**src/rtl/srt4_div_arbiter.sv**
```systemverilog
// srt4_div_arbiter: shares one SRT4 radix-4 divider between NREQ requesters.
// Round-robin grant, operand capture, divider handshake sequencing, tagged
// response channel with backpressure, and a watchdog that flushes a hung divider.
module srt4_div_arbiter #(
    parameter int WID     = 8,
    parameter int NREQ    = 4,
    parameter int IDW     = 2,
    parameter int TIMEOUT = 64
) (
    input  logic                clk,
    input  logic                rst,
    input  logic [NREQ-1:0]     req_valid,
    output logic [NREQ-1:0]     req_ready,
    input  logic [NREQ*WID-1:0] req_dividend,
    input  logic [NREQ*WID-1:0] req_divisor,
    output logic                div_valid,
    output logic [WID-1:0]      div_dividend,
    output logic [WID-1:0]      div_divisor,
    output logic                div_flush,
    input  logic                div_ready,
    input  logic [WID-1:0]      div_quotient,
    input  logic [WID-1:0]      div_remainder,
    input  logic                div_error,
    output logic                rsp_valid,
    input  logic                rsp_ready,
    output logic [IDW-1:0]      rsp_id,
    output logic [WID-1:0]      rsp_quotient,
    output logic [WID-1:0]      rsp_remainder,
    output logic                rsp_error,
    output logic                rsp_timeout
);

    localparam int PW = (NREQ > 1) ? $clog2(NREQ) : 1;
    localparam int CW = $clog2(TIMEOUT) + 1;
    localparam logic [CW-1:0] CNT_LAST = CW'(TIMEOUT - 1);

    typedef enum logic [2:0] {
        S_IDLE,
        S_ISSUE,
        S_WAIT,
        S_RESP,
        S_FLUSH
    } state_t;

    state_t          state_q, state_d;
    logic [IDW-1:0]  ptr_q, ptr_d;
    logic [IDW-1:0]  id_q, id_d;
    logic [WID-1:0]  dvd_q, dvd_d;
    logic [WID-1:0]  dvs_q, dvs_d;
    logic [CW-1:0]   cnt_q, cnt_d;
    logic            div_valid_q, div_valid_d;
    logic            div_flush_q, div_flush_d;
    logic            rsp_valid_q, rsp_valid_d;
    logic [WID-1:0]  quo_q, quo_d;
    logic [WID-1:0]  rem_q, rem_d;
    logic            err_q, err_d;
    logic            tmo_q, tmo_d;

    // Unpacked views of the flattened operand buses, one entry per requester.
    logic [WID-1:0]  opa [NREQ];
    logic [WID-1:0]  opb [NREQ];

    for (genvar i = 0; i < NREQ; i++) begin : g_unpack
        assign opa[i] = req_dividend[i*WID +: WID];
        assign opb[i] = req_divisor[i*WID +: WID];
    end

    logic            gnt_any;
    logic [PW-1:0]   gnt_idx;
    logic [PW-1:0]   cand;
    int              idx;

    // Round-robin search: first set request starting just above the last grant.
    always_comb begin
        // NOTE: every signal written here gets a default first, so no path leaves it unassigned and no latch is inferred.
        gnt_any = 1'b0;
        gnt_idx = '0;
        cand    = '0;
        idx     = 0;
        for (int k = 1; k <= NREQ; k++) begin
            idx  = (int'(ptr_q) + k) % NREQ;
            cand = PW'(idx);
            if (!gnt_any && req_valid[cand]) begin
                gnt_any = 1'b1;
                gnt_idx = cand;
            end
        end
    end

    // Accept pulse is combinational in IDLE; held low while reset is asserted.
    always_comb begin
        req_ready = '0;
        // NOTE: reset is folded in here because this output is not a flop and must read 0 during reset.
        if (rst && state_q == S_IDLE && gnt_any) begin
            req_ready = NREQ'(1) << gnt_idx;
        end
    end

    // Next-state and next-register computation for the transaction sequencer.
    always_comb begin
        state_d     = state_q;
        ptr_d       = ptr_q;
        id_d        = id_q;
        dvd_d       = dvd_q;
        dvs_d       = dvs_q;
        cnt_d       = cnt_q;
        div_valid_d = 1'b0;
        div_flush_d = 1'b0;
        rsp_valid_d = rsp_valid_q;
        quo_d       = quo_q;
        rem_d       = rem_q;
        err_d       = err_q;
        tmo_d       = tmo_q;

        unique case (state_q)
            S_IDLE: begin
                if (gnt_any) begin
                    dvd_d       = opa[gnt_idx];
                    dvs_d       = opb[gnt_idx];
                    ptr_d       = IDW'(gnt_idx);
                    id_d        = IDW'(gnt_idx);
                    div_valid_d = 1'b1;
                    state_d     = S_ISSUE;
                end
            end
            S_ISSUE: begin
                cnt_d   = '0;
                state_d = S_WAIT;
            end
            S_WAIT: begin
                if (div_ready || div_error) begin
                    quo_d       = div_error ? '0 : div_quotient;
                    rem_d       = div_error ? '0 : div_remainder;
                    err_d       = div_error;
                    tmo_d       = 1'b0;
                    rsp_valid_d = 1'b1;
                    state_d     = S_RESP;
                end else if (cnt_q == CNT_LAST) begin
                    quo_d       = '0;
                    rem_d       = '0;
                    err_d       = 1'b0;
                    tmo_d       = 1'b1;
                    div_flush_d = 1'b1;
                    state_d     = S_FLUSH;
                end else begin
                    cnt_d = cnt_q + CW'(1);
                end
            end
            S_FLUSH: begin
                rsp_valid_d = 1'b1;
                state_d     = S_RESP;
            end
            S_RESP: begin
                if (rsp_ready) begin
                    rsp_valid_d = 1'b0;
                    state_d     = S_IDLE;
                end
            end
            default: begin
                rsp_valid_d = 1'b0;
                state_d     = S_IDLE;
            end
        endcase
    end

    // State, operand and response registers with asynchronous active-low reset.
    always_ff @(posedge clk or negedge rst) begin
        if (!rst) begin
            state_q     <= S_IDLE;
            ptr_q       <= IDW'(NREQ - 1);
            id_q        <= '0;
            dvd_q       <= '0;
            dvs_q       <= '0;
            cnt_q       <= '0;
            div_valid_q <= 1'b0;
            div_flush_q <= 1'b0;
            rsp_valid_q <= 1'b0;
            quo_q       <= '0;
            rem_q       <= '0;
            err_q       <= 1'b0;
            tmo_q       <= 1'b0;
        end else begin
            // NOTE: non-blocking assignments so every flop samples the pre-edge values of the others.
            state_q     <= state_d;
            ptr_q       <= ptr_d;
            id_q        <= id_d;
            dvd_q       <= dvd_d;
            dvs_q       <= dvs_d;
            cnt_q       <= cnt_d;
            div_valid_q <= div_valid_d;
            div_flush_q <= div_flush_d;
            rsp_valid_q <= rsp_valid_d;
            quo_q       <= quo_d;
            rem_q       <= rem_d;
            err_q       <= err_d;
            tmo_q       <= tmo_d;
        end
    end

    assign div_valid     = div_valid_q;
    assign div_flush     = div_flush_q;
    assign div_dividend  = dvd_q;
    assign div_divisor   = dvs_q;
    assign rsp_valid     = rsp_valid_q;
    assign rsp_id        = id_q;
    assign rsp_quotient  = quo_q;
    assign rsp_remainder = rem_q;
    assign rsp_error     = err_q;
    assign rsp_timeout   = tmo_q;

endmodule
```
**config.mk**
```make
export PLATFORM = sky130hd
export DESIGN_NAME = srt4_div_arbiter
export DESIGN_NICKNAME = d
export VERILOG_FILES = /design/src/rtl/srt4_div_arbiter.sv
export SDC_FILE = /design/constraint.sdc
export NUM_CORES = 1
export LEC_CHECK = 0
export BUFFER_PORTS_ARGS = -buffer_cell sky130_fd_sc_hd__buf_2
export CAP_MARGIN = 25
export CORE_MARGIN = 1
export CORE_UTILIZATION = 42
export CTS_BUF_LIST = sky130_fd_sc_hd__clkbuf_8 sky130_fd_sc_hd__clkbuf_16
export DETAILED_ROUTE_END_ITERATION = 10
export GPL_ROUTABILITY_DRIVEN = 0
export PLACE_DENSITY = 0.87
export SLEW_MARGIN = 20
export SYNTH_ARGS = -nofsm -noshare
export SYNTH_HDL_FRONTEND = slang
export SYNTH_SLANG_ARGS = --single-unit
```
**constraint.sdc**
```tcl
create_clock -name clk -period 1.7 [get_ports clk]
set_input_delay 0.17 -clock clk [delete_from_list [all_inputs] [get_ports clk]]
set_output_delay 0.17 -clock clk [all_outputs]
set_load 0.02 [all_outputs]
```
==> results.md, run 1 <==
- Area of the multi-input gates: 1440 um^2
- Number of top-level pins: 132
- Synth Cell Area: 2810 um^2
- First-pass GRT wire length: 12700 um
- Reg-to-Reg Start: ptr_q[0]
- Commonest non-fill, non-tap cell in the layout: buf_2
- Initial core utilization: 43.9%
- Setup Skew: 0.00694 ns
- Clock slew at reported path FFs: 0.10 ns
- Power Density: 1660 nW/um^2
- Max-Slew Margin vs Limit: 58.5%
- Leading area contributor after synthesis: dfrtp_1
- Placed cells: 496
- Final Hold Viols: 0
- Final setup fails: 20
- Initial DRC count: 85
- Final slew viol count: 0
- Synth Register Bits: 51
- Post-synth cell types: 46
- TritonCTS Buffers: 5
- Cells along the critical path: and2b_4 -> buf_6 -> nor2_4 -> o211a_1 -> and3_4 -> buf_6
- DIE AREA: 7010 um^2
- Yosys warnings: 0
- Drt pass-1 iters: 4
- Worst-Skew Late Latency: 0.31 ns
- Vias in the first global route: 2674
- Post-synth top area share: 43.7%
- Fin crit share: 113%
- WS Path Type: reg -> out
- # nets final: 527
- Crit start category: flop
- Row Count: 29
- I/O Buffers: 131
- Register area share after synthesis: 45.6%
- Number of flops mapped to enable cells by yosys: 0
- Most frequent cells in the layout: buf_2 (129), dfrtp_1 (49), nand2_1 (41), nor2_1 (31), buf_4 (26)
- Post-synth ARST share: 100%
- Ant. Diodes: 0
- Overall power: 6.55 mW
- Status: complete, but fails checks
- Non-filler instance count after layout: 515
- Via count: 2738
- Die W: 83.7 um
- Pleak: 1.98 nW
- Pre-CTS setup slack: -0.156 ns
- Area contributors post-synth: dfrtp_1 (44%), a22o_1 (5.6%), nand2_1 (5.6%)
- Largest stage delay, worst path: 0.56 ns
- Sequential Area: 1280 um^2
- Unrepaired setup endpoints after global routing: yes
- Worst vdd ir: 0.000910 V
- Die Ht: 83.7 um
- Synth Area per Inst: 9.85 um^2
- Fin worst setup slack: -0.225 ns
- Total grt overflow: 0
- Post-synth net total: 375
- Hold Crit Class: in -> reg
- CTS tree: built
- HPWL Detailed: 5670 um
- Worst-Margin Slew: 0.620 ns
- CTS Buffer Depth: 2
- Via density: 5.32
- DRC: 0
- Root Buffer: clkbuf_8
- Critical Path AT: 1.76 ns
- CTS Sinks: 51
- Antenna violations before repair: 0
- Synth Flop Type: dfrtp_1
- Cell repeated most along the worst path: buf_6
- Worst-path fanout max: 4
- Violated checks: negative setup slack
- Crit path time final: 1.93 ns
- Layout cells sized above 1: 49.1%
- Slowest CP cell: dfstp_2
- Hold WS: 0.0627 ns
- Crit path required time: 1.53 ns
- Largest net degree at the start of global routing: 38
- Remaining antenna violation count after routing: 0
- CP Capture Type: output pin
- Synthesis-to-layout area growth: 40.2%
- Routed WL: 7670 um
- Wire per inst: 14.9 um
- Global router's overall resource usage: 22.6%
- Filler Cell Count: 549
- Hold Crit Start: div_remainder[6]
- Core area: 6390 um^2
- Fmax: 519 MHz
- Crit path from: ptr_q[0]
- Max-cap violations: 0
- Synth Instances: 285
- CTS H-tree depth: 2
## critical path, delay by kind of cell (launching register included)
kind	cells	cell delay (ns)
buf+inv	2	0.23
flops	1	0.56
simple gates	3	0.47
compound gates	1	0.18
## cell usage after synthesis (2+ instances only)
cell / count
a21o_1: 2
a21oi_1: 7
a22o_1: 18
a22oi_1: 16
a31oi_1: 9
a31oi_2: 8
and3_1: 4
buf_2: 8
buf_6: 2
clkbuf_1: 9
dfrtp_1: 49
dfstp_2: 2
inv_1: 7
mux2_2: 8
mux2_4: 8
nand2_1: 42
nand3_1: 5
nor2_1: 33
nor3_1: 3
o211a_1: 4
o21ai_0: 7
o21ai_1: 5
o22ai_1: 2
o311a_1: 2
or3_1: 2
xnor2_1: 3
## per-stage QoR
stage / area, um^2 / TNS [ns] / util, %
after global placement: 3660 / -0.640 / 57.2
after CTS: 3860 / -2.72 / 60.5
after detailed placement: 3660 / -1.71 / 57.2
final: 3930 / -3.04 / 61.6
after global routing: 3930 / -4.67 / 61.6
after floorplan: 2810 / -0.743 / -
## registers in the layout, summed over array words and instances, names as in the netlist
signal and flops:
rsp_timeout 1, rsp_quotient 8, rsp_error 1, div_valid 1
rsp_valid 1, div_dividend 8, rsp_id 2, div_flush 1
div_divisor 8, state_q 3, ptr_q 2, rsp_remainder 8
cnt_q 7
## cell type report
| cell class | instances | share of cell area (%) |
|---|---|---|
| multi-input combinational | 206 | 36.5 |
| clock buffer | 5 | 1.75 |
| clock inverter | 3 | 0.668 |
| tap | 77 | 2.45 |
| timing repair buffer | 166 | 25.5 |
| inverter | 7 | 0.668 |
| sequential | 51 | 32.5 |
## routing by layer
| layer | routed length (um) | global-route usage, % | share of wire (%) | vias to the layer above |
|---|---|---|---|---|
| met5 | 0 | 0 | 0 | - |
| met4 | 110 | 6.47 | 1.4 | 0 |
| met3 | 422 | 4.75 | 5.5 | 11 |
| met2 | 3910 | 40.1 | 51 | 118 |
| met1 | 3220 | 27.5 | 42 | 1279 |
| li1 | - | - | - | 1330 |
## repair_timing
item / in CTS / in global routing
endpoints found under the setup margin: 25 / 25
pin swaps: 6 / 2
cloned: 0 / 1
hold buffers: 2 / 0
resized for setup: 14 / 6
setup buffers: 5 / 3
endpoints found under the hold margin: 13 / 0
## report_power, final
| group | leakage [nW] | internal [mW] | total [mW] | switching, mW |
|---|---|---|---|---|
| sequential | 0.632 | 1.73 | 2.04 | 0.311 |
| combinational | 1.30 | 1.74 | 3.75 | 2.01 |
| clock | 0.0491 | 0.304 | 0.756 | 0.452 |
| total | 1.98 | 3.78 | 6.55 | 2.77 |
## path summary, 6_finish.rpt
check | to | slack, ns | depth (start not counted)
min in group asynchronous | ptr_q[0] | 0.42 | 2
max reg2reg | div_dividend[0] | -0.20 | 7
min | rsp_remainder[6] | 0.06 | 2
max | req_ready[1] | -0.23 | 6
max in group asynchronous | div_divisor[2] | 0.23 | 3
min reg2reg | rsp_timeout | 0.50 | 1
## cell families (layout without fill, tap and decap cells)
family	after synthesis	after routing	share of synthesized area, %
xor gates and xnor gates	3	3	0.936
adders and majority gates	1	1	0.446
muxes	17	17	7.85
AOI/OAI and AO/OA	87	87	24.4
buffers and inverters	28	181	5.35
and+or+nand+nor	98	98	15.4
DFF	51	51	45.6
Note: power is estimated with default switching activity, not from simulation.
==> run 2: changes to the inputs <==
--- a/config.mk
+++ b/config.mk
@@ -9,9 +9,9 @@
 export CAP_MARGIN = 25
 export CORE_MARGIN = 1
-export CORE_UTILIZATION = 42
+export CORE_UTILIZATION = 50
 export CTS_BUF_LIST = sky130_fd_sc_hd__clkbuf_8 sky130_fd_sc_hd__clkbuf_16
 export DETAILED_ROUTE_END_ITERATION = 10
 export GPL_ROUTABILITY_DRIVEN = 0
-export PLACE_DENSITY = 0.87
+export PLACE_DENSITY = 0.95
 export SLEW_MARGIN = 20
 export SYNTH_ARGS = -nofsm -noshare
==> constraint.sdc (replaced) <==
create_clock -name clk -period 2.28 [get_ports clk]
set_input_delay 0.228 -clock clk [delete_from_list [all_inputs] [get_ports clk]]
set_output_delay 0.228 -clock clk [all_outputs]
set_load 0.05 [all_outputs]
==> results.md, run 2 (synthesized netlist as in run 1, its figures left out) <==
- Overall power: 5.31 mW
- Die W: 76.9 um
- I/O Buffers: 131
- # nets final: 499
- Area of the multi-input gates: 1380 um^2
- Largest net degree at the start of global routing: 52
- CTS Buffer Depth: 2
- Critical Path AT: 1.89 ns
- Worst-path fanout max: 9
- Commonest non-fill, non-tap cell in the layout: buf_2
- CTS H-tree depth: 2
- DIE AREA: 5920 um^2
- Hold_buf cts: 0
- Wire per inst: 14.6 um
- First-pass GRT wire length: 11700 um
- Unrepaired setup endpoints after global routing: no
- Setup Skew: 0.00487 ns
- Final slew viol count: 0
- Total grt overflow: 0
- Remaining antenna violation count after routing: 0
- Via density: 5.59
- Cells along the critical path: and2b_4 -> nor2_1 -> o211a_1 -> and3_1 -> buf_2
- Crit start category: flop
- Core area: 5270 um^2
- Setup TNS: 0 ns
- Routed WL: 7000 um
- CTS tree: built
- Final setup fails: 0
- Worst-Skew Late Latency: 0.30 ns
- Setup Fix Bufs, Post-CTS: 0
- Initial core utilization: 53.3%
- Number of top-level pins: 132
- Crit path required time: 2.05 ns
- Largest stage delay, worst path: 0.60 ns
- Worst-Margin Slew: 0.625 ns
- Initial DRC count: 146
- Worst vdd ir: 0.000786 V
- Ant. Diodes: 0
- Clock slew at reported path FFs: 0.09 ns
- Root Buffer: clkbuf_8
- Antenna violations before repair: 0
- CP Capture Type: output pin
- Power Density: 1470 nW/um^2
- WS Path Type: reg -> out
- Post-CTS sizing: 0
- Pleak: 1.84 nW
- Max-Slew Margin vs Limit: 58.3%
- Sequential Area: 1280 um^2
- Global router's overall resource usage: 24.6%
- Synthesis-to-layout area growth: 28.6%
- Layout cells sized above 1: 43.7%
- HPWL Detailed: 5210 um
- Status: finished, final reports clean
- Reg2reg setup slack: 0.27 ns
- Final Hold Viols: 0
- Slowest CP cell: dfstp_2
- TritonCTS Buffers: 5
- Via count: 2682
- Vias in the first global route: 2602
- CTS Sinks: 51
- Drt pass-1 iters: 7
- Filler Cell Count: 431
- Row Count: 26
- DRC: 0
- Most frequent cells in the layout: buf_2 (131), dfrtp_1 (49), nand2_1 (42), nor2_1 (33), a22o_1 (18)
- Hold Crit Class: in -> async
- Fmax: 472 MHz
- Fin crit share: 92.9%
- Post-layout util: 68.5%
- Max-cap violations: 0
- Crit path time final: 2.12 ns
- Die Ht: 76.9 um
-- run 2: cell count changes in the layout (fill, tap and decap cells not counted), sizes merged --
cell | before | now
inv | 9 | 8
clkbuf | 6 | 5
dlygate4sd3 | 2 | 0
bufinv | 0 | 1
buf | 163 | 138
-- run 2: layout make-up --
class / count / area share (%)
timing repair buffer: 138 / 20.0
clock buffer: 5 / 1.91
sequential: 51 / 35.4
tap: 70 / 2.43
clock inverter: 3 / 1.32
inverter: 7 / 0.728
multi-input combinational: 206 / 38.2
-- run 2: through the flow --
stage | worst slack (ns) | hold WS (ns) | std cells | area (um^2)
after global placement | 0.287 | 0.441 | 471 | 3480
after CTS | 0.166 | 0.126 | 480 | 3610
after detailed placement | 0.307 | 0.450 | 472 | 3490
final | 0.162 | 0.111 | 480 | 3610
after floorplan | 0.252 | -0.0676 | 285 | 2810
after global routing | 0.0698 | 0.114 | 480 | 3610
-- run 2: final timing paths --
path / start / to / depth (start not counted)
worst min register to register: rsp_timeout / rsp_timeout / 1
worst min-delay path: rst / state_q[1] / 2
min in group clk: div_quotient[3] / rsp_quotient[3] / 2
worst max register to register: ptr_q[1] / div_dividend[0] / 5
max in group asynchronous: rst / cnt_q[5] / 2
worst max-delay path: ptr_q[0] / req_ready[1] / 5
-- run 2: routing by layer --
layer  up-vias  track usage (%)  routed length, um
met4         0             7.31                119
met2       130             43.0               3520
met5         -                0                  0
li1       1274                -                  -
met1      1266             29.8               2820
met3        12             5.71                533
-- run 2: power by group --
| group | switching (mW) | internal (mW) | total [mW] |
|---|---|---|---|
| Combinational | 2.12 | 0.993 | 3.11 |
| Sequential | 0.266 | 1.29 | 1.56 |
| Clock | 0.307 | 0.333 | 0.640 |
| Total | 2.69 | 2.62 | 5.31 |
-- run 2: worst max-delay path: cells and delay by family (launching register included) --
kind | cells | cell delay, ns
AO/OA/AOI/OAI | 1 | 0.21
AND/OR/NAND/NOR | 3 | 0.52
buffers and inverters | 1 | 0.26
flip-flops | 1 | 0.60
==> run 3: changes to the inputs <==
CORE_ASPECT_RATIO = 0.9   (was default)
==> results.md, run 3 (synthesized netlist as in run 1, its figures left out) <==
- Status: finished, final reports clean
- CTS Sinks: 51
- Cells along the critical path: and2b_2 -> o21ai_0 -> nor2_2 -> and3_1 -> buf_2
- Core area: 5320 um^2
- Final Hold Viols: 0
- Setup Skew: 0.00405 ns
- Global router's overall resource usage: 23.5%
- HPWL Detailed: 5180 um
- Power Density: 1450 nW/um^2
- CTS Buffer Depth: 2
- Cell area after layout: 3600 um^2
- Most frequent cells in the layout: buf_2 (131), dfrtp_1 (49), nand2_1 (42), nor2_1 (32), a22o_1 (18)
- Row Count: 25
- Die Ht: 73.1 um
- Setup TNS: 0 ns
- Remaining antenna violation count after routing: 0
- Max-Slew Margin vs Limit: 57.0%
- Clock slew at reported path FFs: 0.10 ns
- Commonest non-fill, non-tap cell in the layout: buf_2
- Crit start category: flop
- First-pass GRT wire length: 10800 um
- Slowest CP cell: dfstp_2
- Total grt overflow: 0
- Reg2reg setup slack: 0.29 ns
- Antenna violations before repair: 0
- WS Path Type: reg -> out
- CTS H-tree depth: 2
- Fin crit share: 94.5%
- Largest stage delay, worst path: 0.61 ns
- Worst-path fanout max: 9
- CTS tree: built
- Initial DRC count: 84
- Initial core utilization: 52.8%
- Hold WS: 0.140 ns
- Critical Path AT: 1.93 ns
- Reg2reg path depth: 5
- Max-cap violations: 0
- I/O Buffers: 131
- Vias in the first global route: 2445
- Pleak: 1.83 nW
- Drt pass-1 iters: 4
- Reg-to-Reg Start: ptr_q[1]
- Via density: 5.49
- Via count: 2617
- Root Buffer: clkbuf_8
- Routed WL: 6900 um
- CP Capture Type: output pin
- Ant. Diodes: 0
- Setup Fix Bufs, Post-CTS: 0
- Reg2reg end: div_divisor[2]
- Final setup fails: 0
- Number of top-level pins: 132
- Die W: 81.0 um
- DP Area: 3480 um^2
- Min-Delay Endpoint: rsp_remainder[3]
- Unrepaired setup endpoints after global routing: no
- Crit path required time: 2.05 ns
- Hold Crit Class: in -> reg
- Largest net degree at the start of global routing: 51
- DIE AREA: 5920 um^2
- Worst-Margin Slew: 0.641 ns
- Post-layout util: 67.7%
- Wire per inst: 14.5 um
- Fmax: 464 MHz
- # nets final: 499
- Crit path time final: 2.15 ns
- Synthesis-to-layout area growth: 28.2%
- Worst vdd ir: 0.000883 V
- Hold Crit Start: div_remainder[3]
- Worst-Skew Late Latency: 0.30 ns
- Layout cells sized above 1: 43.7%
- DRC: 0
- Final slew viol count: 0
- TritonCTS Buffers: 5
- Hold Path Depth: 2
[run 3: cell types whose count changed in the layout (fill, tap and decap cells not counted), sizes merged]
cell / before / now
buf: 138 / 137
bufinv: 1 / 0
clkinv: 1 / 2
dlygate4sd3: 0 / 1
[run 3: stage by stage]
| step | instances | setup WS (ns) | power, mW |
|---|---|---|---|
| global placement | 467 | 0.255 | 4.56 |
| CTS | 477 | 0.0259 | 5.22 |
| global route | 477 | 0.0286 | 5.51 |
| finish | 477 | 0.126 | 5.20 |
| detailed placement | 468 | 0.300 | 4.67 |
| floorplan | 285 | 0.252 | 3.99 |
[run 3: how the worst max path moves through the flow]
stage / startpoint / to / slack, ns / depth (start not counted)
after global routing: ptr_q[1] / req_ready[3] / 0.03 / 5
after global placement: cnt_q[0] / rsp_quotient[0] / 0.25 / 5
final: ptr_q[1] / req_ready[3] / 0.13 / 5
after floorplan: ptr_q[0] / req_ready[1] / 0.25 / 5
after detailed placement: ptr_q[1] / div_divisor[4] / 0.30 / 5
after CTS: ptr_q[1] / req_ready[3] / 0.03 / 5
[run 3: what timing repair did]
item / CTS / global route
hold buffers: 1 / 0
endpoints found under the setup margin: 0 / 1
resized for setup: 0 / 2
hold endpoints to repair: 1 / 0
[run 3: report_power, final]
group / internal, mW / switching, mW / leakage (nW)
registers: 1.29 / 0.266 / 0.632
clock network: 0.228 / 0.318 / 0.0502
logic: 0.995 / 2.10 / 1.15
[run 3: area by class of cell]
cell class | count | area, um^2
sequential | 51 | 1280
inverter | 7 | 26.3
clock buffer | 5 | 68.8
fill | 435 | 1720
clock inverter | 3 | 28.8
timing repair buffer | 138 | 727
tap | 67 | 83.8
multi-input combinational | 206 | 1390
[run 3: worst max-delay path, delay by kind of cell (launching register included)]
family	cells	cell delay, ns
flops	1	0.61
compound gates	1	0.09
simple gates	3	0.68
buf+inv	1	0.25
[run 3: metal layers]
metal  vias to the layer above  share of wire (%)  wire, um  track usage (%)
li1                       1276                  -         -                -
met1                      1250                 42      2930             28.4
met2                        87                 51      3500             41.7
met3                         4                6.5       447             6.25
met4                         0               0.33        23             4.96
met5                         -                  0         0                0
